--- src/rtl/fpu_ex_seq_if.sv ---
// Handshake bundle between the FPU execute sequencer and the SIMD FP unit.
// Signals: unitStart/unitOp (to unit), unitValid/unitData (per-lane results back).
interface fpu_ex_seq_if #(
    parameter int LANES  = 1,
    parameter int LANE_W = 64
) ();
    logic                    unitStart;
    logic [1:0]              unitOp;
    logic [LANES-1:0]        unitValid;
    logic [LANES*LANE_W-1:0] unitData;

    modport master (
        output unitStart,
        output unitOp,
        input  unitValid,
        input  unitData
    );

    modport slave (
        input  unitStart,
        input  unitOp,
        output unitValid,
        output unitData
    );
endinterface

--- src/rtl/fpu_ex_seq.sv ---
// Sequences predicated FPU3 add/sub/mul/move ops onto a LANES-wide SIMD FP unit.
// Ports: clock/reset, EX command inputs, FP unit bus (unit), result/status outputs.
module fpu_ex_seq #(
    parameter int          LANES   = 1,
    parameter int          LANE_W  = 64,
    parameter int          REGID_W = 6,
    parameter int          CNT_W   = 4,
    parameter int          ADD_LAT = 5,
    parameter int          MUL_LAT = 5,
    parameter logic [5:0]  OP_FPU3 = 6'h1A
) (
    input  logic                    clock,
    input  logic                    reset,
    input  logic [8:0]              opCmd,
    input  logic [8:0]              regIdIxt,
    input  logic [REGID_W-1:0]      regIdRn,
    input  logic [LANES*LANE_W-1:0] regValRs,
    input  logic                    regInSrT,
    input  logic                    braFlush,
    input  logic                    exHold,
    fpu_ex_seq_if.master            unit,
    output logic [LANES*LANE_W-1:0] regOutVal,
    output logic [REGID_W-1:0]      regOutId,
    output logic [1:0]              regOutOK,
    output logic                    regOutHold,
    output logic                    timeoutErr
);
    localparam int VW = LANES * LANE_W;

    typedef enum logic [1:0] {
        S_IDLE,
        S_WAIT,
        S_DONE
    } state_t;

    state_t              state;
    state_t              state_nxt;

    logic [7:0]          l_cmd;
    logic [3:0]          l_sub;
    logic [REGID_W-1:0]  l_rn;
    logic [VW-1:0]       l_rs;
    logic                l_flush;

    logic [LANES-1:0]    mask;
    logic [CNT_W-1:0]    cnt;
    logic [VW-1:0]       data;
    logic                fault;

    logic                en;
    logic                fpu3;
    logic                op_arith;
    logic                op_move;
    logic                start;
    logic                mask_all;
    logic                at_lat;
    logic                latch_en;
    logic [CNT_W-1:0]    lat;

    logic                unused_bits;
    assign unused_bits = ^{opCmd[8], regIdIxt[8:4]};

    // Decode from latched command; predicate uses live SR.T.
    always_comb begin
        en = 1'b0;
        unique case (l_cmd[7:6])
            2'b00: en = 1'b1;
            2'b01: en = 1'b0;
            2'b10: en = regInSrT;
            2'b11: en = !regInSrT;
            default: en = 1'b0;
        endcase
        if (l_flush)
            en = 1'b0;
        fpu3     = (l_cmd[5:0] == OP_FPU3);
        op_arith = en && fpu3 && (l_sub <= 4'd2);
        op_move  = en && fpu3 && (l_sub == 4'd4);
        start    = (state == S_IDLE) && op_arith;
        mask_all = &(mask | unit.unitValid);
        lat      = (l_sub == 4'd2) ? CNT_W'(MUL_LAT) : CNT_W'(ADD_LAT);
        at_lat   = (cnt == lat);
        // The latch stays frozen from the start pulse until DONE retires,
        // so the in-flight op keeps its sub-op and destination.
        latch_en = !exHold &&
                   (((state == S_IDLE) && !start) || (state == S_DONE));
    end

    always_ff @(posedge clock) begin
        if (!reset) begin
            l_cmd   <= '0;
            l_sub   <= '0;
            l_rn    <= '0;
            l_rs    <= '0;
            l_flush <= 1'b0;
        end else if (latch_en) begin
            l_cmd   <= opCmd[7:0];
            l_sub   <= regIdIxt[3:0];
            l_rn    <= regIdRn;
            l_rs    <= regValRs;
            l_flush <= braFlush;
        end
    end

    always_ff @(posedge clock) begin
        if (!reset)
            state <= S_IDLE;
        else
            state <= state_nxt;
    end

    always_comb begin
        state_nxt = state;
        unique case (state)
            S_IDLE: if (start) state_nxt = S_WAIT;
            S_WAIT: if (mask_all || at_lat) state_nxt = S_DONE;
            S_DONE: if (!exHold) state_nxt = S_IDLE;
            default: state_nxt = S_IDLE;
        endcase
    end

    always_ff @(posedge clock) begin
        if (!reset) begin
            mask       <= '0;
            cnt        <= '0;
            data       <= '0;
            fault      <= 1'b0;
            timeoutErr <= 1'b0;
        end else begin
            unique case (state)
                S_IDLE: begin
                    if (start) begin
                        cnt   <= CNT_W'(1);
                        mask  <= '0;
                        data  <= '0;
                        fault <= 1'b0;
                    end
                end
                S_WAIT: begin
                    mask <= mask | unit.unitValid;
                    for (int i = 0; i < LANES; i++) begin
                        if (unit.unitValid[i])
                            data[i*LANE_W +: LANE_W] <=
                                unit.unitData[i*LANE_W +: LANE_W];
                    end
                    if (!mask_all) begin
                        if (at_lat) begin
                            fault      <= 1'b1;
                            timeoutErr <= 1'b1;
                        end else if (cnt != '1) begin
                            cnt <= cnt + CNT_W'(1);
                        end
                    end
                end
                default: ;
            endcase
        end
    end

    always_comb begin
        unit.unitStart = 1'b0;
        unit.unitOp    = 2'd0;
        regOutVal      = '0;
        regOutId       = '1;
        regOutOK       = 2'b00;
        regOutHold     = 1'b0;
        unique case (state)
            S_IDLE: begin
                if (start) begin
                    unit.unitStart = 1'b1;
                    unit.unitOp    = l_sub[1:0] + 2'd1;
                end else if (op_move) begin
                    regOutVal = l_rs;
                    regOutId  = l_rn;
                    regOutOK  = 2'b01;
                end else if (en && fpu3) begin
                    regOutId  = l_rn;
                    regOutOK  = 2'b01;
                end
            end
            S_WAIT: begin
                regOutHold = 1'b1;
                regOutOK   = 2'b10;
                regOutId   = l_rn;
            end
            S_DONE: begin
                regOutVal = data;
                regOutId  = l_rn;
                regOutOK  = fault ? 2'b11 : 2'b01;
            end
            default: ;
        endcase
    end
endmodule

--- src/flat_wrapper.sv ---
// flat-port wrapper written by rule: the top's interface ports become plain ports
module fpu_ex_seq_flat 
#(
    parameter int          LANES   = 1,
    parameter int          LANE_W  = 64,
    parameter int          REGID_W = 6,
    parameter int          CNT_W   = 4,
    parameter int          ADD_LAT = 5,
    parameter int          MUL_LAT = 5,
    parameter logic [5:0]  OP_FPU3 = 6'h1A
)
  (clock, reset, opCmd, regIdIxt, regIdRn, regValRs, regInSrT, braFlush, exHold, regOutVal, regOutId, regOutOK, regOutHold, timeoutErr, unit_unitStart, unit_unitOp, unit_unitValid, unit_unitData);
  fpu_ex_seq_if #(.LANES(LANES), .LANE_W(LANE_W)) unit_i ();
  input  logic clock;
  input  logic reset;
  input  logic [8:0] opCmd;
  input  logic [8:0] regIdIxt;
  input  logic [REGID_W-1:0] regIdRn;
  input  logic [LANES*LANE_W-1:0] regValRs;
  input  logic regInSrT;
  input  logic braFlush;
  input  logic exHold;
  output logic [LANES*LANE_W-1:0] regOutVal;
  output logic [REGID_W-1:0] regOutId;
  output logic [1:0] regOutOK;
  output logic regOutHold;
  output logic timeoutErr;
  output wire logic [$bits(unit_i.unitStart)-1:0] unit_unitStart;
  output wire logic [$bits(unit_i.unitOp)-1:0] unit_unitOp;
  input wire logic [$bits(unit_i.unitValid)-1:0] unit_unitValid;
  input wire logic [$bits(unit_i.unitData)-1:0] unit_unitData;
  assign unit_unitStart = unit_i.unitStart;
  assign unit_unitOp = unit_i.unitOp;
  assign unit_i.unitValid = unit_unitValid;
  assign unit_i.unitData = unit_unitData;
  fpu_ex_seq #(.LANES(LANES), .LANE_W(LANE_W), .REGID_W(REGID_W), .CNT_W(CNT_W), .ADD_LAT(ADD_LAT), .MUL_LAT(MUL_LAT), .OP_FPU3(OP_FPU3)) u_core (.clock(clock), .reset(reset), .opCmd(opCmd), .regIdIxt(regIdIxt), .regIdRn(regIdRn), .regValRs(regValRs), .regInSrT(regInSrT), .braFlush(braFlush), .exHold(exHold), .unit(unit_i), .regOutVal(regOutVal), .regOutId(regOutId), .regOutOK(regOutOK), .regOutHold(regOutHold), .timeoutErr(timeoutErr));
endmodule
--- config.mk ---
export PLATFORM = sky130hd
export DESIGN_NAME = fpu_ex_seq_flat
export DESIGN_NICKNAME = d
export VERILOG_FILES = /design/src/rtl/fpu_ex_seq_if.sv /design/src/rtl/fpu_ex_seq.sv /design/src/flat_wrapper.sv
export SDC_FILE = /design/constraint.sdc
export NUM_CORES = 1
export LEC_CHECK = 0
export BUFFER_PORTS_ARGS = -buffer_cell sky130_fd_sc_hd__buf_2
export CAP_MARGIN = 10
export CORE_ASPECT_RATIO = 1.75
export CORE_MARGIN = 4
export CORE_UTILIZATION = 50
export DETAILED_ROUTE_END_ITERATION = 8
export GPL_TIMING_DRIVEN = 1
export PLACE_DENSITY = 0.8
export REMOVE_ABC_BUFFERS = 1
export SLEW_MARGIN = 40
export SYNTH_ARGS = -nofsm -noshare
export SYNTH_HDL_FRONTEND = slang
export SYNTH_SLANG_ARGS = --single-unit
--- constraint.sdc ---
create_clock -name clock -period 2.2 [get_ports clock]
set_input_delay 0 -clock clock [delete_from_list [all_inputs] [get_ports clock]]
set_output_delay 0 -clock clock [all_outputs]
set_load 0.02 [all_outputs]
==> results.md <==
* Status: complete, but fails checks
* Failing checks: setup timing
* Fin nets at 1,376
* First-pass GRT wire length at 43.7 mm
* Worst EP arrival at 2.37 ns
* Tmin final at 2.37 ns
* Cell count after placement at 1,197
* Final hold violations at 0
* Final Util at 83.2%
* # DRC at 0
* Fin crit share at 108%
* Starting density of the core at 51.1%
* Final setup violation count at 99
* Pre-CTS setup slack at 0.100 ns
* Routed wire length at 30.3 mm
* Initial antenna violation count at 2
* Asr flop ratio synth at 0%
* Chip width at 96.4 µm
* Row cnt at 56
* Via density at 6.13
* Largest area contributor in the netlist: dfxtp_1
* Vias in the first global route at 8,671
* Top cells by area, synth: dfxtp_1 46%, nand2_1 12%, a22o_1 8.2%, nand3_1 6.1%, o21ai_0 6.1%
* Die area at 0.0157 mm²
* Root buf cell: clkbuf_16
* Area delta synth->final at 62.7%
* YS warnings at 0
* FMAX at 423 MHz
* Busiest grt layer: met2
* Share of the synthesized area in the top cell type at 45.7%
* Placement-stage cell area at 0.00823 mm²
* Setup ws final at -0.166 ns
* Met2 usage at 60.6%
* Slew Viols, Final at 0
* Sequential area share after synthesis at 45.7%
* Slew headroom at 64.0%
* ANT nets after route at 0
* Met1 Use GR at 37.6%
* Filler Cell Count at 686
* Syn avg cell area at 8.10 µm²
* Hpwl dp at 13.4 mm
* Clock tree sinks at 156
* Worst slew pin tran at 0.537 ns
* I/O pin count at 235
* Port Buffers at 228
* First-pass detailed-route iteration total at 8
* DR iter-0 viols at 884
* HP Class: in -> reg
* CTS buffer count at 17
* Crit path max fanout at 5
* GP Congestion at 0.864
* WS Path Type: reg -> out
* Floorplan core area at 0.0134 mm²
* Share of cells above drive strength 1 at 27.2%
* Post-synth EDFFs at 0
* Final instance area at 0.0111 mm²
* Worst skew pair latency at 0.42 ns
* Longest Clk Path Bufs at 2
* Distinct cells, synth at 55
* # H-tree levels at 4
* Worst ir drop on vdd at 0.536 mV
* Most frequent cells in the layout: 226 x nand2_1, 163 x buf_2, 154 x dfxtp_1
* Commonest non-fill, non-tap cell in the layout: nand2_1
* Unrepaired setup endpoints after global routing: yes
* Worst setup EP type: output pin
* Max Cap Viol at 0
* Clk slew on worst S/H paths at 0.07 ns
* Netlist Area Pre-Place at 0.00684 mm²
* Chip height at 163 µm
* Worst setup SP type: flop
* CTS tree: built
* Pwr Total at 0.00666 W
* Largest net degree at the start of global routing at 118
* CP Data Required Time at 2.20 ns
* Via Count at 8,572
* Power density over the cells at 598 mW/mm²
* Leakage Power at 4.62 nW
* Remaining Overflow, GRT at 0
* Grt met3 use at 8.28%
* Synth Instances at 844
* Total GRT Usage at 36.2%
* #FFs+latches synth at 156
* Layout Cells excl Fill at 1,399
* WL per Instance at 21.7 µm
* Fin Clk Skew at 0.0111 ns
* Post-synth top flop: dfxtp_1
==> metrics by stage <==
| step | hold WS [ns] | TNS, ns |
|---|---|---|
| floorplan | 0.130 | -382.04 |
| global placement | 0.213 | 0 |
| detailed placement | 0.220 | 0 |
| CTS | 0.104 | -4.25 |
| global route | 0.131 | -15.46 |
| finish | 0.129 | -7.37 |
==> worst paths after layout <==
kind / start / slack (ns) / cells after the start / end
worst max-delay path: u_core.l_flush / -0.17 / 9 / regOutVal[26]
worst min register to register: u_core.l_rs[4] / 0.46 / 2 / u_core.l_rs[4]
worst min-delay path: exHold / 0.13 / 5 / u_core.state[1]
worst max register to register: u_core.l_flush / -0.05 / 10 / u_core.data[2]
==> final cells by class <==
class | count | area, µm² | share of cell area, %
Tap cell | 174 | 218 | 1.96
Multi-Input combinational cell | 599 | 3410 | 30.6
Clock buffer | 19 | 443 | 3.98
Antenna cell | 3 | 7.51 | 0.0674
Sequential cell | 156 | 3130 | 28.1
Inverter | 10 | 37.5 | 0.337
Clock inverter | 12 | 136 | 1.23
Timing Repair Buffer | 426 | 3750 | 33.7
==> per-layer routing <==
metal | up-vias | wire length, µm
met4 | 0 | 2700
met3 | 234 | 2700
met1 | 3953 | 9670
met2 | 654 | 15300
li1 | 3731 | -
met5 | - | 0
==> repair_timing <==
| action | CTS | global route |
|---|---|---|
| pin swaps | 7 | 9 |
| resized for setup | 124 | 23 |
| endpoints found under the hold margin | 148 | 0 |
| setup endpoints to repair | 72 | 76 |
| setup buffers | 6 | 4 |
| gates cloned | 3 | 6 |
| hold buffers | 149 | 0 |
==> synthesized netlist by cell type (all sizes together), types with 2 or more instances <==
cell and instances:
o22ai 63, and2 2, nor4 4, nand3 85, buf 38, nor4b 2
nand2b 3, nor3 5, nor2 7, o311a 2, a21boi 2, mux2i 5
ha 8, a41oi 2, inv 9, a211oi 2, clkbuf 41, mux2 2
dfxtp 156, a21oi 9, o21ai 84, a22o 64, o31ai 3, nand2 227
==> report_power, final <==
part | switching, W | total (W) | leakage (nW) | internal (W)
logic | 0.000352 | 0.000732 | 3.07 | 0.000381
clock network | 0.00123 | 0.00294 | 0.277 | 0.00171
registers | 0.0000623 | 0.00298 | 1.27 | 0.00292
==> cells by family (layout without fill, tap and decap cells) <==
group | Yosys count | after routing | synth area share (%)
adder cells (fa/ha/maj) | 8 | 8 | 1.46
AND/OR/NAND/NOR | 342 | 342 | 21.9
other | 0 | 3 | 0
multiplexers | 7 | 7 | 1.06
buffers and inverters | 89 | 467 | 6.04
XOR/XNOR | 2 | 2 | 0.366
flip-flops | 156 | 156 | 45.7
AO/OA/AOI/OAI | 240 | 240 | 23.5
==> registers in the layout, indices dropped and copies added, names as in the netlist <==
| register | cells |
|---|---|
| u_core.cnt | 4 |
| u_core.data | 64 |
| u_core.fault | 1 |
| u_core.l_cmd | 8 |
| u_core.l_flush | 1 |
| u_core.l_rn | 6 |
| u_core.l_rs | 64 |
| u_core.l_sub | 4 |
| u_core.mask | 1 |
| u_core.state | 2 |
| u_core.timeoutErr | 1 |
==> worst max-delay path: stages (launching register included) <==
cell and delay [ns]:
dfxtp_2 0.33, nor4b_4 0.31, and4b_2 0.32, nand2_4 0.07, nor4_4 0.15, buf_6 0.19, buf_12 0.13, buf_16 0.12
a22o_1 0.17, buf_6 0.14
Note: power is estimated with default switching activity, not from simulation.
